### config.mk
export PLATFORM = sky130hd
export DESIGN_NAME = instr_fetch
export DESIGN_NICKNAME = d
export VERILOG_FILES = /design/src/rtl/fetch_pkg.sv /design/src/rtl/instr_fetch.sv
export SDC_FILE = /design/constraint.sdc
export NUM_CORES = 1
export LEC_CHECK = 0
export ABC_AREA = 1
export CAP_MARGIN = 20
export CELL_PAD_IN_SITES_DETAIL_PLACEMENT = 1
export CELL_PAD_IN_SITES_GLOBAL_PLACEMENT = 1
export CORE_AREA = 2 2 87 89
export CTS_CLUSTER_SIZE = 14
export DETAILED_ROUTE_END_ITERATION = 6
export DIE_AREA = 0 0 89 91
export MAX_ROUTING_LAYER = met4
export PLACE_DENSITY_LB_ADDON = 0.3
export SYNTH_ARGS = -nofsm -noshare
export SYNTH_HDL_FRONTEND = slang
export SYNTH_SLANG_ARGS = --single-unit
### constraint.sdc
create_clock -name clock -period 3.63 [get_ports clock]
set_input_delay 1.089 -clock clock [delete_from_list [all_inputs] [get_ports clock]]
set_output_delay 1.089 -clock clock [all_outputs]
set_load 0.03 [all_outputs]
### src/rtl/fetch_pkg.sv
// Shared types and default widths for the instruction fetch/issue controller.
//   fetch_state_t : controller FSM state encoding
//   PC_BITS, INSTR_BITS, TARGET_BITS, CNT_BITS : default widths
package fetch_pkg;

    localparam int unsigned PC_BITS     = 12;
    localparam int unsigned INSTR_BITS  = 9;
    localparam int unsigned TARGET_BITS = 8;
    localparam int unsigned CNT_BITS    = 16;

    typedef enum logic [2:0] {
        IDLE,
        ADDR,
        DATA,
        ISSUE,
        HALT
    } fetch_state_t;

endpackage

### src/rtl/instr_fetch.sv
// Fetch/issue controller sitting between the program counter and the decoder.
// Presents the PC to a synchronous instruction memory, captures the returned
// word, holds it valid until the decoder accepts it, then tells the program
// counter to advance (next_ins) or branch backward (jump_flag/target).
//
// Ports:
//   clock, reset_n      : clock (rising edge), asynchronous active-low reset
//   start               : program start pulse (shared with the program counter)
//   pc, done            : current PC and done flag from the program counter
//   imem_addr/imem_rdata: instruction memory read port (data one cycle later)
//   instr, instr_pc     : captured instruction and its PC
//   instr_valid         : instr/instr_pc valid for the decoder
//   dec_ready           : decoder accepts the instruction this cycle
//   br_taken, br_target : decoder branch result for the accepted instruction
//   next_ins, jump_flag, target : handshake back to the program counter
//   busy                : fetch in progress (ADDR/DATA/ISSUE)
//   instr_count         : saturating count of instructions issued since start
module instr_fetch #(
    parameter int unsigned PC_BITS     = fetch_pkg::PC_BITS,
    parameter int unsigned INSTR_BITS  = fetch_pkg::INSTR_BITS,
    parameter int unsigned TARGET_BITS = fetch_pkg::TARGET_BITS,
    parameter int unsigned CNT_BITS    = fetch_pkg::CNT_BITS
) (
    input  logic                   clock,
    input  logic                   reset_n,
    input  logic                   start,
    input  logic [PC_BITS-1:0]     pc,
    input  logic                   done,
    output logic [PC_BITS-1:0]     imem_addr,
    input  logic [INSTR_BITS-1:0]  imem_rdata,
    output logic [INSTR_BITS-1:0]  instr,
    output logic [PC_BITS-1:0]     instr_pc,
    output logic                   instr_valid,
    input  logic                   dec_ready,
    input  logic                   br_taken,
    input  logic [TARGET_BITS-1:0] br_target,
    output logic                   next_ins,
    output logic                   jump_flag,
    output logic [TARGET_BITS-1:0] target,
    output logic                   busy,
    output logic [CNT_BITS-1:0]    instr_count
);

    import fetch_pkg::*;

    localparam logic [CNT_BITS-1:0] CNT_ONE = {{(CNT_BITS-1){1'b0}}, 1'b1};

    fetch_state_t              state_q, state_d;
    logic [INSTR_BITS-1:0]     instr_q, instr_d;
    logic [PC_BITS-1:0]        instr_pc_q, instr_pc_d;
    logic                      instr_valid_q, instr_valid_d;
    logic [CNT_BITS-1:0]       instr_count_q, instr_count_d;

    always_ff @(posedge clock or negedge reset_n) begin
        if (!reset_n) begin
            state_q       <= IDLE;
            instr_q       <= '0;
            instr_pc_q    <= '0;
            instr_valid_q <= 1'b0;
            instr_count_q <= '0;
        end else begin
            state_q       <= state_d;
            instr_q       <= instr_d;
            instr_pc_q    <= instr_pc_d;
            instr_valid_q <= instr_valid_d;
            instr_count_q <= instr_count_d;
        end
    end

    always_comb begin
        state_d       = state_q;
        instr_d       = instr_q;
        instr_pc_d    = instr_pc_q;
        instr_valid_d = instr_valid_q;
        instr_count_d = instr_count_q;

        // start restarts the program from any state; the PC loads its
        // starting address on the same edge, so ADDR sees the new PC.
        if (start) begin
            state_d       = ADDR;
            instr_valid_d = 1'b0;
            instr_count_d = '0;
        end else begin
            case (state_q)
                IDLE: ;
                ADDR: state_d = done ? HALT : DATA;
                DATA: begin
                    instr_d       = imem_rdata;
                    instr_pc_d    = pc;
                    instr_valid_d = 1'b1;
                    state_d       = ISSUE;
                end
                ISSUE: begin
                    if (dec_ready) begin
                        instr_valid_d = 1'b0;
                        if (instr_count_q != '1) begin
                            instr_count_d = instr_count_q + CNT_ONE;
                        end
                        state_d = ADDR;
                    end
                end
                HALT: ;
                default: state_d = IDLE;
            endcase
        end
    end

    always_comb begin
        imem_addr = pc;
        next_ins  = (state_q == ISSUE) && dec_ready && !start;
        jump_flag = next_ins && br_taken;
        target    = jump_flag ? br_target : '0;
        busy      = (state_q == ADDR) || (state_q == DATA) || (state_q == ISSUE);
    end

    assign instr       = instr_q;
    assign instr_pc    = instr_pc_q;
    assign instr_valid = instr_valid_q;
    assign instr_count = instr_count_q;

endmodule
Yosys cells after proc, flatten, opt, wreduce, memory -nomap -nowiden

Cells that the tools add are included.

Multipliers: 0
Divide/modulo/power cells: 0
Reduce and logical (&&, ||, !) cells: 16
Eq/ne operators: 7
Magnitude comparators: 0
Add/sub/neg operators: 1
Shift operators: 0
Bitwise logic cells: 1
Mux-type cells: 12

Operators by type and width:

| kind                                                            | count |
|---|---|
| 16-bit 2-to-1 mux                                               | 4 |
| 16-bit by 1-bit adder with 16-bit output, second input constant | 1 |
| 16-bit != test, second input constant                           | 1 |
| 3-bit case mux with 4 select lines                              | 1 |
| 3-bit 2-to-1 mux                                                | 3 |
| 8-bit 2-to-1 mux                                                | 1 |
| 3-bit by 2-bit == test with 1-bit output, second input constant | 2 |
| 2-bit AND reduction                                             | 3 |
| 2-bit nonzero test                                              | 3 |
| 3-bit by 1-bit == test with 1-bit output, second input constant | 1 |
| 3-bit == test, second input constant                            | 1 |
| 1-bit logical AND                                               | 3 |
| 3-bit logical NOT                                               | 1 |
| 3-bit != test, second input constant                            | 1 |
| 3-bit AND reduction                                             | 1 |
| 3-bit nonzero test                                              | 1 |
| 1-bit logical OR                                                | 2 |
| 1-bit 2-to-1 mux                                                | 2 |
| 2-bit by 1-bit != test with 1-bit output, second input constant | 1 |
| 1-bit case mux with 2 select lines                              | 1 |
| 2-bit OR reduction                                              | 1 |
| 1-bit logical NOT                                               | 1 |
| 1-bit NOT                                                       | 1 |

Register bits after elaboration: 41
RAM bits: 0
Word-level logic and storage cells: 42
Memories kept: 0
Input bits: 35
Latch bits: 0
Output and inout bits: 61
ROM bits: 0

Logic depth before layout (Yosys ltp)

Depth in word-level cells: 5
Mapped depth: 10
Mapped depth without buffers: 9

Least setup slack after synthesis

Ideal clock, no wire load.

Path kind: input to output
Start: input dec_ready
End: output target[0]
Data required time: 2.541 ns
Cell stages on the path: 4
Arrival: 2.398 ns
Buffers on the path: 0
Slack: 0.143 ns
Cells stage by stage: nand3_2 > nor2_1 > nand2_1 > nor2_1

Cells in the longest elaborated chain, start to end: 4

RTL lines:

| what                           | line               | RTL |
|---|---|---|
| start: declaration             | instr_fetch.sv:34  | `input logic dec_ready,` |
| 1-bit logical AND (2 in a row) | instr_fetch.sv:110 | `next_ins = (state_q == ISSUE) && dec_ready && !start;` |
| net next_ins                   | instr_fetch.sv:37  | `output logic next_ins,` |
| 1-bit logical AND              | instr_fetch.sv:111 | `jump_flag = next_ins && br_taken;` |
| 8-bit 2-to-1 mux               | instr_fetch.sv:112 | `target = jump_flag ? br_target : '0;` |
| end: declaration               | instr_fetch.sv:39  | `output logic [TARGET_BITS-1:0] target,` |

The timed path passes the listed nets, and every way through them passes these cells.

Final worst setup path

Start: input dec_ready
End: output target[6]

Cells in the longest elaborated chain, start to end: 4

RTL lines:

| what                           | line |
|---|---|
| 1-bit logical AND (2 in a row) | instr_fetch.sv:110 |
| 1-bit logical AND              | instr_fetch.sv:111 |
| 8-bit 2-to-1 mux               | instr_fetch.sv:112 |

No other way between the ends.

==> results.md <==
* Vias in the first global route at 2346
* Synth top area cells: dfrtp_1 (46%), nand2_1 (18%), nand3_1 (7.2%)
* Root buffer cell: clkbuf_8
* Mapped Cells at 291
* Wire per inst at 13.5 microns
* Overflow after GRT at 0
* Largest net degree at the start of global routing at 43
* Worst Tran Pin Value at 0.944 ns
* Worst setup margin at 0.126 ns
* Final nets at 410
* Die Y at 91 microns
* CP endpoint kind: primary output
* Row count at 31
* Status: finished clean
* Number of max-cap violations at 0
* Asr flop ratio synth at 1.00
* Layout cells sized above 1 at 0.0880
* Die area at 8100 sq um
* Ant diodes at 0
* Final WL at 6420 microns
* Synth-to-layout area growth at 47.0%
* Post-CTS setup buffer count at 0
* Die X-Extent at 89 microns
* Fmax at 285 MHz
* Hold Violations, Final at 0
* Yosys top cell by area: dfrtp_1
* Leakage at 0.00153 uW
* DP HPWL at 4490 microns
* Total negative slack at 0 ns
* Dpl ws at 0.127 ns
* Clock sinks at 41
* DRC at 0
* Final Max Slew Viols at 0
* Top_reg_cell synth: dfrtp_1
* Top-count cell post-synth: nand2_1
* Filler cells at 905
* Yosys warns at 0
* #FFs+latches synth at 41
* Worst-skew pair later-pin latency at 0.30 ns
* Clock Tree Buf Depth at 2
* Most frequent cells after synthesis: nand2_1 (107), dfrtp_1 (41), nand3_1 (32), nor2_1 (27), inv_1 (17)
* Total CTS buffers at 5
* First DRT Iteration DRCs at 56
* Cell area after synthesis at 2230 sq um
* CP Data Required Time at 2.54 ns
* CTS tree: done
* RSZ-0062 raised after global routing: no
* Final Non-Filler Cells at 474
* Critical Path Start Type: input port
* Drt first pass iters at 4
* Io pins at 96
* Port Buffer Count at 95
* Htree depth at 2
* Total power at 1600 uW
* Initial antenna violation count at 0
* Area of the core at 7140 sq um
* Top-area cell type share of the netlist area at 0.461
* Final setup fails at 0
* Min cycle time layout at 3.50 ns
* Worst hold-check path type: reg -> reg
* First-pass GRT wire length at 10800 microns
* Fin crit share at 0.965
* VDD IR-drop max at 231 uV
* Post-synthesis cell type count at 25
* Synthesized Nets at 327
* Post-layout util at 0.459
* Global Route Usage Sum at 0.172
* Critical path type: in -> out
* CP max FO at 9
* CTS clk-pin slew, worst paths at 0.08 ns
* CTS resizes at 0
* Critical Path AT at 2.42 ns
* Synthesized area per cell at 7.65 sq um
* Vias after detailed routing at 2200
* Hold_buf cts at 0
* Initial Util at 0.312
* Antenna viol nets, final at 0
* Inst Count DP at 466
* Routability cong. at 0.808
* Vias per Instance at 4.64
* P per Cell Area at 489 nW/um^2
* Sequential-to-total area share from yosys stat at 0.461
* Number of synthesized flops with an enable pin at 0
* Worst Skew at 0.00838 ns
* Relative slew slack at 0.371
placed cells by master (no fill, tap or decap), types with 4 or more instances in the layout:
| cell | count |
|---|---|
| clkdlybuf4s50_1 | 84 |
| o21ai_0 | 4 |
| nand3_1 | 32 |
| buf_4 | 13 |
| inv_1 | 17 |
| clkbuf_8 | 6 |
| xor2_1 | 5 |
| nand4_1 | 15 |
| nand2_1 | 107 |
| dfrtp_1 | 41 |
| nor2_1 | 27 |
metrics by stage:
step,instance area (sq um),hold WS (ns)
5_1_grt,3270,0.503
3_3_place_gp,3150,0.453
6_report,3270,0.476
4_1_cts,3270,0.480
2_1_floorplan,2230,0.512
3_5_place_dp,3150,0.460
routing by layer:
layer / vias to the layer above / wire length (microns) / GRT usage / part of all wire
met1: 1041 / 2770 / 0.194 / 0.43
met4: 0 / 84 / 0.0485 / 0.013
met5: - / 0 / - / 0
met3: 8 / 539 / 0.0627 / 0.084
met2: 67 / 3030 / 0.284 / 0.47
li1: 1084 / - / - / -
logic make-up (layout without fill, tap and decap cells):
kind of cell | Yosys count | after routing | share of synthesized area
AND/OR/NAND/NOR | 193 | 193 | 0.392
XOR/XNOR | 5 | 5 | 0.0197
AO/OA/AOI/OAI | 9 | 9 | 0.0253
adder cells (fa/ha/maj) | 1 | 1 | 0.00562
buffers and inverters | 42 | 126 | 0.0972
flip-flops | 41 | 41 | 0.461
final cells by class:
class | instances | area (sq um) | area share
Sequential cell | 41 | 1030 | 0.313
Multi-Input combinational cell | 208 | 985 | 0.301
Timing Repair Buffer | 98 | 943 | 0.288
Tap cell | 99 | 124 | 0.0378
Clock buffer | 6 | 82.6 | 0.0252
Inverter | 20 | 75.1 | 0.0229
Clock inverter | 2 | 37.5 | 0.0115
critical path, stage by stage:
cell and delay (ns):
clkdlybuf4s50_1 0.52, nand3_2 0.12, nor2_1 0.14, nand2_1 0.20, nor2_1 0.16, buf_4 0.18
final timing paths:
check | start | endpoint | slack (ns) | depth (start not counted)
setup reg to reg | instr_count[0]$_DFFE_PN0P_ | instr_count[5]$_DFFE_PN0P_ | 1.79 | 9
hold reg to reg | instr_pc[6]$_DFFE_PN0P_ | instr_pc[6]$_DFFE_PN0P_ | 0.48 | 2
max in group asynchronous | reset_n | instr_count[11]$_DFFE_PN0P_ | 2.11 | 1
min in group asynchronous | reset_n | instr_count[8]$_DFFE_PN0P_ | 0.92 | 1
hold / removal | instr_pc[6]$_DFFE_PN0P_ | instr_pc[6]$_DFFE_PN0P_ | 0.48 | 2
setup / recovery | dec_ready | target[6] | 0.13 | 6
state kept, by name (all words and copies together) (netlist names):
| name | count |
|---|---|
| instr_count | 16 |
| instr_pc | 12 |
| state_q | 3 |
| instr_valid | 1 |
| instr | 9 |
power by group:
group          switching, uW  internal, uW  total [uW]  leakage, uW
logic                    352           246         598     0.000927
registers               52.9           552         605     0.000543
clock network            173           224         397    0.0000574
No activity file was read; power rests on OpenSTA's default activity.
